## config.mk

```make
export PLATFORM = sky130hd
export DESIGN_NAME = zone_arbiter_flat
export DESIGN_NICKNAME = d
export VERILOG_FILES = /design/src/rtl/zone_arbiter_if.sv /design/src/rtl/zone_arbiter.sv /design/src/flat_wrapper.sv
export SDC_FILE = /design/constraint.sdc
export NUM_CORES = 1
export LEC_CHECK = 0
export BUFFER_PORTS_ARGS = -buffer_cell sky130_fd_sc_hd__buf_2
export CAP_MARGIN = 20
export CORE_MARGIN = 1
export CORE_UTILIZATION = 55
export CTS_CLUSTER_SIZE = 25
export DETAILED_ROUTE_END_ITERATION = 6
export PLACE_DENSITY = 0.89
export RECOVER_POWER = 50
export SYNTH_ARGS = -nofsm -noshare
export SYNTH_HDL_FRONTEND = slang
export SYNTH_SLANG_ARGS = --single-unit
export TNS_END_PERCENT = 30
```

## constraint.sdc

```tcl
create_clock -name clk -period 2.4 [get_ports clk]
set_input_delay 0.24 -clock clk [delete_from_list [all_inputs] [get_ports clk]]
set_output_delay 0.24 -clock clk [all_outputs]
set_load 0.01 [all_outputs]
```

## src/rtl/zone_arbiter_if.sv

```systemverilog
// zone_arbiter_if: request/valve bundle between the zone controllers and the pump arbiter.
interface zone_arbiter_if #(parameter int NZONES = 4);
    logic [NZONES-1:0] water_req, zone_en, valve_en;
    logic stop, pump_on, busy, timeout;
    logic [$clog2(NZONES)-1:0] grant_id;
    modport master (output water_req, zone_en, stop, input valve_en, pump_on, grant_id, busy, timeout);
    modport slave (input water_req, zone_en, stop, output valve_en, pump_on, grant_id, busy, timeout);
endinterface

```

## src/rtl/zone_arbiter.sv

```systemverilog
// zone_arbiter: round-robin arbiter granting one irrigation zone at a time the shared pump,
// with a per-grant on-time limit and a pressure-recovery gap between grants.
module zone_arbiter #(
    parameter int NZONES = 4,
    parameter logic [7:0] MAX_ON = 8'd200,
    parameter logic [7:0] GAP = 8'd4
) (
    input logic clk,
    input logic rst,
    zone_arbiter_if.slave bus
);
    localparam logic [1:0] IDLE = 2'd0, GRANT = 2'd1, COOLDOWN = 2'd2;
    logic [1:0] state, last, winner, idx;
    logic [7:0] on_count, gap_count;
    logic [NZONES-1:0] elig;
    logic found, held, max_hit, release_now;
    assign elig = bus.water_req & bus.zone_en;
    assign found = |elig;
    // Search upward from last+1; descending loop lets the nearest candidate win.
    always_comb begin
        winner = last;
        idx = last;
        for (int k = NZONES; k >= 1; k--) begin
            idx = last + 2'(k);
            if (elig[idx]) winner = idx;
        end
    end
    assign held = bus.water_req[bus.grant_id] & bus.zone_en[bus.grant_id];
    assign max_hit = on_count == MAX_ON - 8'd1;
    assign release_now = !held || bus.stop || max_hit;
    assign bus.busy = state != IDLE;
    always_ff @(posedge clk) begin
        if (rst) begin
            state <= IDLE;
            bus.valve_en <= '0;
            bus.pump_on <= 1'b0;
            bus.timeout <= 1'b0;
            bus.grant_id <= '0;
            on_count <= 8'd0;
            gap_count <= 8'd0;
            last <= 2'd3;
        end else begin
            bus.timeout <= 1'b0;
            case (state)
                IDLE: if (!bus.stop && found) begin
                    state <= GRANT;
                    last <= winner;
                    bus.grant_id <= winner;
                    on_count <= 8'd0;
                    bus.valve_en <= {{(NZONES-1){1'b0}}, 1'b1} << winner;
                    bus.pump_on <= 1'b1;
                end
                GRANT: if (release_now) begin
                    state <= COOLDOWN;
                    bus.valve_en <= '0;
                    bus.pump_on <= 1'b0;
                    gap_count <= 8'd0;
                    bus.timeout <= max_hit && held && !bus.stop;
                end else begin
                    on_count <= on_count == 8'hFF ? on_count : on_count + 8'd1;
                end
                COOLDOWN: begin
                    state <= gap_count == GAP - 8'd1 ? IDLE : COOLDOWN;
                    gap_count <= gap_count + 8'd1;
                end
                default: state <= IDLE;
            endcase
        end
    end
endmodule

```

## src/flat_wrapper.sv

```systemverilog
// flat-port wrapper written by rule: the top's interface ports become plain ports
module zone_arbiter_flat 
#(
    parameter int NZONES = 4,
    parameter logic [7:0] MAX_ON = 8'd200,
    parameter logic [7:0] GAP = 8'd4
)
  (clk, rst, bus_water_req, bus_zone_en, bus_stop, bus_valve_en, bus_pump_on, bus_grant_id, bus_busy, bus_timeout);
  zone_arbiter_if #(.NZONES(NZONES)) bus_i ();
  input logic clk;
  input logic rst;
  input wire logic [$bits(bus_i.water_req)-1:0] bus_water_req;
  input wire logic [$bits(bus_i.zone_en)-1:0] bus_zone_en;
  input wire logic [$bits(bus_i.stop)-1:0] bus_stop;
  output wire logic [$bits(bus_i.valve_en)-1:0] bus_valve_en;
  output wire logic [$bits(bus_i.pump_on)-1:0] bus_pump_on;
  output wire logic [$bits(bus_i.grant_id)-1:0] bus_grant_id;
  output wire logic [$bits(bus_i.busy)-1:0] bus_busy;
  output wire logic [$bits(bus_i.timeout)-1:0] bus_timeout;
  assign bus_i.water_req = bus_water_req;
  assign bus_i.zone_en = bus_zone_en;
  assign bus_i.stop = bus_stop;
  assign bus_valve_en = bus_i.valve_en;
  assign bus_pump_on = bus_i.pump_on;
  assign bus_grant_id = bus_i.grant_id;
  assign bus_busy = bus_i.busy;
  assign bus_timeout = bus_i.timeout;
  zone_arbiter #(.NZONES(NZONES), .MAX_ON(MAX_ON), .GAP(GAP)) u_core (.clk(clk), .rst(rst), .bus(bus_i));
endmodule
```

==> impl_metrics.toml <==
[timing]
finalMaxSlewViolations = 0
hold_ws_ns = 0.322
skew_ns = 0.00588
finalCriticalPeriod_ns = 2.26
finalCritPeriodShare_pct = 94.2
hold_viol_final = 0
setup-violations-final = 0
rsz0062_at_grt = "false"
clock.fmax_mhz = 442
relSlewSlack_pct = 49.8
setup_slack_ns = 0.139
tns_ns = 0
worstMarginPinSlew_ns = 0.749

[critical_path]
critPathRequiredTime_ns = 2.67
reg2reg_slack_ns = 0.14
worstSetupStartpoint = "u_core.bus.grant_id[0]"
r2r-end = "u_core.on_count[4]"
endpoint = "u_core.on_count[4]"
crit_fanout = 8
reg2reg_depth = 4
crit_arrival_ns = 2.54
path_class = "reg2reg"
startpoint_type = "flop"
worstReg2RegStart = "u_core.bus.grant_id[0]"
cp-end-kind = "flop"

[routing]
routed_wl_um = 3240
drt-vias-per-instance = 6.42
final_antenna_net_count = 0
route.detailed.drc = 0
dr_total_vias = 1368
dr.pass1.iters = 4
drtIter0Drc = 42
post_drt_wl_per_cell_um = 15.2

[yosys]
synthCells = 166
avgSynthCellArea_um2 = 8.52
synth_cell_types = 43
netlist_area_um2 = 1410
yosys_warnings = 0
synth-seq-area-share_pct = 39.6
syn_nets = 179
async_flop_share_pct = 0
synth-edff-count = 0
ys_seq_elements = 28
synth_ff_type = "dfxtp_1"

[cts]
clockBufferDepth = 2
numCtsBuffers = 3
holdBufCountCts = 0
cts.clk_slew.worst_paths_ns = 0.15
numClockSinks = 28
cts-root-buf = "clkbuf_4"
clock_latency_ns = 0.33
htree_levels = 1
cts_tree = "done"

[final_layout]
final_common_cell = "dfxtp_1"
area_delta_synth_final_pct = 11.4
mostFrequentLayoutCells = "28 x dfxtp_1, 15 x a21oi_1, 12 x nand3_1, 12 x nor2_1, 11 x nand2_1"
drive_gt1_share_pct = 12.6
multiInputGateArea_um2 = 833
finalNonFillerCells = 213
num_antenna_cells = 0
nets = 197
final.fill_count = 219
seq_area_um2 = 561

[global_routing]
antenna_found_initial = 0
grt_pass1_vias = 1208
grt_usage_pct = 25.1
grt_max_degree = 26
grt_overflow = 0
grt_pass1_wl_um = 5200

[placed_design]
io_buffers = 19
gp_congestion = 0.906
dp_hpwl_um = 2320
placed_cells = 209
pre_cts_ws_ns = 0.129

[die]
start_util_pct = 57.6
rows = 18
core_area_um2 = 2450
die_h_um = 52.7
io_pins = 20
die_area_um2 = 2780
die-width_um = 52.7

[power_and_ir_drop]
power_density_nw_per_um2 = 607
leakage_nw = 0.515
ir_drop_uv = 495

[min_path]
worstHoldPathType = "in2reg"

[run_status]
status = "finished clean"

[flow_run]
maxCapViolCount = 0
-- cell families (layout without fill, tap and decap cells) --
logic type / after synthesis / count (layout) / share of synthesized area [%]
AO/OA/AOI/OAI: 46 / 46 / 21.9
XOR/XNOR: 5 / 5 / 3.10
adder cells (fa/ha/maj): 2 / 2 / 1.77
buffers and inverters: 8 / 25 / 2.21
flip-flops: 28 / 28 / 39.6
multiplexers: 1 / 1 / 1.59
AND/OR/NAND/NOR: 76 / 76 / 29.8
-- routing by layer --
metal	up-vias	part of all wire, %	GRT usage (%)
li1	669	-	-
met1	661	43	29.6
met2	33	53	46.4
met3	5	3.5	3.48
met4	0	0.90	6.58
met5	-	0	0
-- worst max-delay path, stage by stage (launching register included) --
cell	delay, ns
dfxtp_1	0.41
mux4_2	0.61
or4b_1	0.67
or3_1	0.36
a21oi_1	0.16
-- synth_stat cells, types with 2 or more instances --
library cell	count	area [um^2]
dfxtp_1	28	561
a21oi_1	15	75.1
nand3_1	12	60.1
nor2_1	12	45.0
nand2_1	11	41.3
nor3_1	8	40.0
o21ai_0	7	35.0
clkbuf_1	5	18.8
nand2b_1	5	31.3
or3_1	4	25.0
xor2_1	4	35.0
a211oi_1	3	22.5
a311oi_1	3	26.3
nand4_1	3	18.8
nand4b_1	3	26.3
nor3b_1	3	22.5
o31ai_1	3	22.5
a211o_1	2	17.5
a221oi_1	2	17.5
a31oi_1	2	12.5
a32o_1	2	20.0
ha_1	2	25.0
inv_1	2	7.51
nand3b_1	2	15.0
nor2b_1	2	12.5
nor4_1	2	12.5
o21bai_1	2	15.0
or2_2	2	12.5
-- state kept, by name, indices dropped and copies added (netlist names) --
| signal | count |
|---|---|
| u_core.gap_count | 8 |
| u_core.on_count | 8 |
| u_core.bus.valve_en | 4 |
| u_core.bus.grant_id | 2 |
| u_core.last | 2 |
| u_core.state | 2 |
| u_core.bus.pump_on | 1 |
| u_core.bus.timeout | 1 |
-- area by class of cell --
cell class,count,share of cell area (%)
timing repair buffer,19,5.32
tap,30,2.38
multi-input combinational,130,52.9
clock inverter,1,1.91
clock buffer,3,1.43
sequential,28,35.6
inverter,2,0.477
-- repair_timing --
| item | CTS | global route |
|---|---|---|
| setup endpoints to repair | 0 | 10 |
| setup buffers | 0 | 0 |
| gates resized for setup | 0 | 2 |
| hold endpoints to repair | 0 | 0 |
-- how the worst min path moves through the flow --
| stage | startpoint | endpoint | slack [ns] | cells past startpoint |
|---|---|---|---|---|
| global route | bus_stop | u_core.state[0] | 0.32 | 3 |
| global placement | u_core.bus.valve_en[3] | u_core.bus.valve_en[3] | 0.45 | 2 |
| detailed placement | u_core.bus.valve_en[1] | u_core.bus.valve_en[1] | 0.47 | 2 |
| CTS | bus_stop | u_core.state[0] | 0.31 | 3 |
| floorplan | rst | u_core.gap_count[0] | 0.42 | 2 |
| finish | rst | u_core.bus.pump_on | 0.32 | 2 |
-- where the power goes --
part | switching [mW] | internal [mW]
combinational | 0.0886 | 0.0551
sequential | 0.0195 | 0.483
clock | 0.142 | 0.169
total | 0.250 | 0.707
-- stage by stage --
stage               cell area, um^2  utilization [%]  total power [mW]
finish                         1580             64.2             0.957
global route                   1580             64.2             0.995
CTS                            1580             64.2             0.958
detailed placement             1520             62.0             0.654
global placement               1520             62.0             0.647
floorplan                      1410                -             0.607
Note: power is estimated with default switching activity, not from simulation.
